--- src/rtl/locked_counter_pkg.sv ---
// Shared types and constants for the key-locked up/down counter.
// Holds the FSM state encoding and the default unlock key.
// No logic lives here.
package locked_counter_pkg;

    typedef enum logic [1:0] {
        LOCKED   = 2'd0,
        CHECK    = 2'd1,
        UNLOCKED = 2'd2,
        LOCKOUT  = 2'd3
    } state_t;

    localparam logic [15:0] DEFAULT_KEY_VALUE = 16'hA5C3;

endpackage

--- src/rtl/locked_counter_key_checker.sv ---
// Serial key shift register, key comparator and failed-attempt counter.
// Latency: match/lockout_hit are combinational during the CHECK cycle.
// Backpressure: none; shifting is gated by the caller.
//
// Ports: clk, rst (async, active-high), shift_en/key_bit (serial load,
// MSB first), check_en (high during CHECK), match and lockout_hit
// (single-cycle pulses consumed by the top-level FSM).
// Macro LOCKED_COUNTER_LOCKOUT_EN enables fail_cnt and lockout_hit.
module key_checker
    import locked_counter_pkg::*;
#(
    parameter int                   KEY_SIZE  = 16,
    parameter logic [KEY_SIZE-1:0]  KEY_VALUE = KEY_SIZE'(DEFAULT_KEY_VALUE),
    parameter int                   MAX_TRIES = 3
) (
    input  logic clk,
    input  logic rst,
    input  logic shift_en,
    input  logic key_bit,
    input  logic check_en,
    output logic match,
    output logic lockout_hit
);

    logic [KEY_SIZE-1:0] key_sr;
    logic                key_eq;

    assign key_eq = (key_sr == KEY_VALUE);
    assign match  = check_en && key_eq;

    // The register is wiped after every check so a failed attempt never
    // leaves usable key material behind.
    always_ff @(posedge clk or posedge rst) begin
        if (rst) begin
            key_sr <= '0;
        end else if (check_en) begin
            key_sr <= '0;
        end else if (shift_en) begin
            key_sr <= {key_sr[KEY_SIZE-2:0], key_bit};
        end
    end

`ifdef LOCKED_COUNTER_LOCKOUT_EN
    localparam int FW = $clog2(MAX_TRIES + 1);

    logic [FW-1:0] fail_cnt;
    logic [FW-1:0] fail_inc;

    assign fail_inc    = fail_cnt + FW'(1);
    assign lockout_hit = check_en && !key_eq && (fail_inc == FW'(MAX_TRIES));

    // Counts consecutive failures; a good key resets the streak.
    // Cannot overflow: the MAX_TRIES-th failure parks the FSM in LOCKOUT.
    always_ff @(posedge clk or posedge rst) begin
        if (rst) begin
            fail_cnt <= '0;
        end else if (check_en) begin
            fail_cnt <= key_eq ? '0 : fail_inc;
        end
    end
`else
    assign lockout_hit = 1'b0;
`endif

endmodule

--- src/rtl/locked_counter.sv ---
// Key-locked up/down counter: output forced to zero until the right key is entered.
// Latency: key_check to unlocked is 2 cycles; incr/decr to data_out is 1 cycle.
// Backpressure: none; requests arriving in the wrong state are dropped.
//
// Ports: clk, rst (async, active-high); key_shift/key_bit serial key load
// (MSB first); key_check starts a comparison; relock returns to LOCKED;
// do_incr/do_decr count requests; data_out/unlocked/locked_out are decodes
// of registered state.
// Macro LOCKED_COUNTER_LOCKOUT_EN enables permanent lockout after
// MAX_TRIES consecutive failed checks (cleared only by rst).
module locked_counter
    import locked_counter_pkg::*;
#(
    parameter int                   WIDTH     = 8,
    parameter int                   KEY_SIZE  = 16,
    parameter logic [KEY_SIZE-1:0]  KEY_VALUE = KEY_SIZE'(DEFAULT_KEY_VALUE),
    parameter int                   MAX_TRIES = 3
) (
    input  logic             clk,
    input  logic             rst,
    input  logic             key_shift,
    input  logic             key_bit,
    input  logic             key_check,
    input  logic             relock,
    input  logic             do_incr,
    input  logic             do_decr,
    output logic [WIDTH-1:0] data_out,
    output logic             unlocked,
    output logic             locked_out
);

    state_t           state;
    state_t           state_nxt;
    logic [WIDTH-1:0] count;
    logic             match;
    logic             lockout_hit;

    key_checker #(
        .KEY_SIZE  (KEY_SIZE),
        .KEY_VALUE (KEY_VALUE),
        .MAX_TRIES (MAX_TRIES)
    ) u_key_checker (
        .clk         (clk),
        .rst         (rst),
        .shift_en    ((state == LOCKED) && key_shift),
        .key_bit     (key_bit),
        .check_en    (state == CHECK),
        .match       (match),
        .lockout_hit (lockout_hit)
    );

    // State register
    always_ff @(posedge clk or posedge rst) begin
        if (rst) begin
            state <= LOCKED;
        end else begin
            state <= state_nxt;
        end
    end

    // Next-state logic
    always_comb begin
        state_nxt = state;
        case (state)
            LOCKED:   if (key_check) state_nxt = CHECK;
            CHECK: begin
                if (match)            state_nxt = UNLOCKED;
                else if (lockout_hit) state_nxt = LOCKOUT;
                else                  state_nxt = LOCKED;
            end
            UNLOCKED: if (relock) state_nxt = LOCKED;
            LOCKOUT:  state_nxt = LOCKOUT;
            default:  state_nxt = LOCKED;
        endcase
    end

    // Counter only moves while unlocked; relock wins over a same-cycle
    // request, and incr+decr together cancel out.
    always_ff @(posedge clk or posedge rst) begin
        if (rst) begin
            count <= '0;
        end else if ((state == UNLOCKED) && !relock) begin
            if (do_incr && !do_decr) begin
                count <= count + WIDTH'(1);
            end else if (do_decr && !do_incr) begin
                count <= count - WIDTH'(1);
            end
        end
    end

    // Output decode
    always_comb begin
        unlocked = (state == UNLOCKED);
        data_out = unlocked ? count : '0;
`ifdef LOCKED_COUNTER_LOCKOUT_EN
        locked_out = (state == LOCKOUT);
`else
        locked_out = 1'b0;
`endif
    end

endmodule

--- config.mk ---
export PLATFORM = sky130hd
export DESIGN_NAME = locked_counter
export DESIGN_NICKNAME = d
export VERILOG_FILES = /design/src/rtl/locked_counter_pkg.sv /design/src/rtl/locked_counter_key_checker.sv /design/src/rtl/locked_counter.sv
export SDC_FILE = /design/constraint.sdc
export NUM_CORES = 1
export LEC_CHECK = 0
export CORE_MARGIN = 8
export CORE_UTILIZATION = 49
export DETAILED_ROUTE_END_ITERATION = 8
export GPL_ROUTABILITY_DRIVEN = 0
export PLACE_DENSITY_LB_ADDON = 0.12
export SKIP_CTS_REPAIR_TIMING = 1
export SYNTH_ARGS = -nofsm -noshare
export SYNTH_HDL_FRONTEND = slang
export SYNTH_SLANG_ARGS = --single-unit
export TNS_END_PERCENT = 10
--- constraint.sdc ---
create_clock -name clk -period 1.9 [get_ports clk]
set_clock_uncertainty 0.2 [all_clocks]
set_input_delay 0.19 -clock clk [delete_from_list [all_inputs] [get_ports clk]]
set_output_delay 0.19 -clock clk [all_outputs]
set_load 0.005 [all_outputs]
Word level (Yosys, flattened, before mapping)
Index checks and enable logic that the tools add are counted.

Add/sub/neg operators: 2. Mux-type cells: 9. Eq/ne operators: 6. Reduce and logical (&&, ||, !) cells: 13.

Operators with widths (number): 16-bit two-way mux (2); 8-bit two-way mux (3); 16-bit == test, second input constant (1); 8-bit by 1-bit adder with 8-bit output, second input constant (1); 2-bit one-hot mux with 4 select lines (1); 8-bit by 1-bit subtractor with 8-bit output, second input constant (1); 2-bit two-way mux (3); 1-bit logical AND (5); 2-bit == test, second input constant (2); 2-bit != test, second input constant (2); 2-bit AND reduction (2); 2-bit nonzero test (2); 1-bit logical NOT (3); 2-bit by 1-bit == test with 1-bit output, second input constant (1); 2-bit logical NOT (1).

Bits in registers: 26. Output and inout port bits: 10.

Longest topological paths before layout
Depth after elaboration: 4. Depth in mapped cells: 9. Gate-level depth less buffers: 9.

By module
From an unflattened synthesis, not the netlist that was laid out.

Cells, all modules: 149. Area, all modules: 1476.4 um2.

By module, submodules not included: locked_counter (area each 764.5 um2, cells an instance 88, times used 1, sequential area each 250.2 um2); key_checker (area each 711.9 um2, cells an instance 61, times used 1, sequential area each 400.4 um2).

Worst setup path after synthesis
OpenSTA, ideal clock, no wires.

Kind: input -> register. From: input do_decr. To: register count[7]. Arrival: 1755 ps. Cell stages on the path: 9. Library setup time: 122 ps. Required time: 1578 ps. Setup slack: -177 ps. Cells stage by stage: inv_1 ha_1 inv_1 ha_1 a211oi_2 nor2_1 a31oi_1 mux2i_1 a32o_1.

Word-level cells in the longest chain between the ends: 4. Elaborated cells between the ends (all ways): 6.

RTL lines: from (decl) (line locked_counter.sv:26) `input logic do_decr,`; 1-bit logical NOT (line locked_counter.sv:83) `if (do_incr && !do_decr) begin`; 1-bit logical AND (line locked_counter.sv:83); 2-bit nonzero test (no source line); 2-bit AND reduction (no source line); to (signal assigned) (line locked_counter.sv:84) `count <= count + WIDTH'(1);`; to (signal assigned) (line locked_counter.sv:86) `count <= count - WIDTH'(1);`; to (decl) (line locked_counter.sv:34) `logic [WIDTH-1:0] count;`.

Parallel ways exist; a longest one is shown, timed or not. A chain may end at the register's enable or synchronous reset.

Worst setup path after layout
Ends and elaborated chain as after synthesis.

==> out/metrics.csv <==
metric,value,unit
maxSlewViolCount,0,
initial_core_util,0.5050,
cpLargestDelayFamily,compound AO/OA/AOI/OAI gates,
die_x,71.40,um
synth-edff-count,0,
routed_wl,3460,um
ys_top_cells_by_area,"dfrtp_1 (43%), nand2_1 (11%), ha_1 (9.2%)",
wl_per_cell,14.36,um
drtIter0Drc,81,
syn_nets,189,
crit_path_max_fanout,8,
drc,0,
cp_num_cells,10,
antenna_found_initial,0,
rsz0062_at_grt,yes,
cts_max_level,1,
p_leak,1.034,nW
yosysTopAreaCell,dfrtp_1,
detail_route.first_pass.iterations,4,
multiInputGateArea,867.1,sq um
clock_latency,320,ps
max-cap-violations,0,
num_io_pins,18,
crit_path_max_incr_delay,470,ps
synthArstFlopShare,1.000,
crit_type,primary input to register,
grt_usage,0.1400,
netlist_instances,169,
fillers,243,
grt_max_degree,27,
whs,-6.215,ps
die-area,5098,sq um
antenna_cells,0,
power_density,509.9,nW/um^2
synth-seq-area-share,0.4326,
violations,"hold timing, setup timing",
timing.final.crit_share,1.127,
synth_ff_type,dfrtp_1,
worst_setup_path_start_kind,primary input,
ff2ff_path_depth,6,
via_count,1300,
slowest_stage,clkdlybuf4s50_1,
syn_area,1504,sq um
post-route-util,0.6718,
min_period,2141,ps
syn_avg_cell_area,8.899,sq um
grt_pass1_wl,5892,um
place_ws,-691.1,ps
port_buffers,16,
coreArea,2978,sq um
yosys.cell_types.count,34,
synth_top_area_share,0.4326,
finalSetupViolCount,3,
hp-class,primary input to asynchronous set/reset pin,
arrival,2150,ps
crit_chain,clkdlybuf4s50_1 -> inv_1 -> ha_4 -> inv_8 -> ha_4 -> a211oi_4 -> nor2_2 -> a221oi_2 -> xnor2_1 -> a32o_1,
cts_buffer_depth,2,
clock_sinks,26,
fin_ws,-240.5,ps
cp.buffers_inverters,3,
regArea,650.6,sq um
fmax,467.2,MHz
drive_above_1_share,0.2356,
routed_via_density,5.394,
ant_nets,0,
grt_overflow_total,0,
clk_pin_slew,160,ps
nets,229,
place_inst,235,
grt_pass1_vias,1337,
syn2layout_area_growth,33.03,%
totalNegativeSetupSlack,-391.1,ps
endpoint_kind,register,
ir_drop,0.4559,mV
synth-seq-cells,26,
place_hpwl,2480,um
hold_viol_final,15,
cts_tree,done,
total_power,1.020,mW
row_count,20,
status,"finished, violations left",
crit_required,1910,ps
fin_cells,241,
yosysWarnings,0,
cts_buffers,3,
cts_root_buffer,clkbuf_4,
die_y,71.40,um
cp_common_cell,ha_4,
-- placed cells by master (no fill, tap or decap), types with 4 or more instances in the layout --
cell type,Yosys,routed
and2_1,9,9
buf_4,2,24
dlymetal6s2s_1,0,5
clkdlybuf4s50_1,0,7
xnor2_1,4,4
nand2_1,43,43
clkbuf_2,0,4
inv_1,7,5
ha_1,11,8
a21oi_1,22,20
dfrtp_1,26,26
-- Yosys cell counts, types with 2 or more instances --
library cell and count:
xor2_1 2, ha_1 11, a21oi_1 22, clkbuf_1 3, and2_1 9, xnor2_1 4
o21ai_0 6, and3_1 2, nor4_1 2, nor2b_1 2, dfrtp_1 26, buf_4 2
nor2_1 4, a31oi_1 3, nand2_1 43, buf_2 2, inv_1 7, o21bai_1 3
-- final timing paths --
kind / slack [ps] / end / from
worst max-delay path: -240 / count[7] / do_decr
worst min-delay path: -6 / count[1] / rst
worst max register to register: -130 / count[7] / count[1]
worst min register to register: 340 / u_key_checker.key_sr[5] / u_key_checker.key_sr[4]
max in group asynchronous: 1240 / u_key_checker.key_sr[13] / rst
min in group clk: 180 / u_key_checker.key_sr[0] / key_bit
-- cells by family (layout without fill, tap and decap cells) --
logic type,Yosys count,count (layout),synth area share
AOI/OAI and AO/OA,41,41,0.1664
DFF,26,26,0.4326
and+or+nand+nor,68,68,0.2105
xor gates and xnor gates,6,6,0.03494
adders and majority gates,12,12,0.1048
other,1,1,0.002493
buffers and inverters,14,53,0.04160
muxes,1,1,0.006656
-- report_power, final --
| part | leakage (nW) | internal, mW | switching (mW) |
|---|---|---|---|
| clock network | 0.0279 | 0.213 | 0.174 |
| logic | 0.653 | 0.0398 | 0.0398 |
| registers | 0.353 | 0.554 | 0 |
| total | 1.03 | 0.807 | 0.214 |
-- cell type report --
class / instances / share of cell area
clock buffers: 3 / 0.01126
clock inverters: 1 / 0.01501
inverters: 7 / 0.01689
multi-input cells: 129 / 0.4334
flip-flops and latches: 26 / 0.3252
well taps: 33 / 0.02064
repair buffers: 42 / 0.1776
-- flip-flops by register name, indices dropped and copies added (netlist names) --
signal / flops
count: 8
state: 2
u_key_checker.key_sr: 16
-- stage by stage --
| step | hold WS, ps | cell area, sq um |
|---|---|---|
| 2_1_floorplan | 30.02 | 1516 |
| 3_3_place_gp | 293.6 | 1862 |
| 3_5_place_dp | 311.6 | 1862 |
| 4_1_cts | 9.224 | 1914 |
| 5_1_grt | 47.80 | 2001 |
| 6_report | -6.215 | 2001 |
-- routing by layer --
metal	GRT usage	share of wire
met1	0.1643	0.44
met2	0.2490	0.53
met3	0.02232	0.028
met4	0.05081	0.0064
met5	0	0
-- worst min-delay path, stage by stage --
cell             delay, ps
clkdlybuf4s50_1        390
inv_1                   50
buf_4                  310
(Power assumes the default switching activity.)
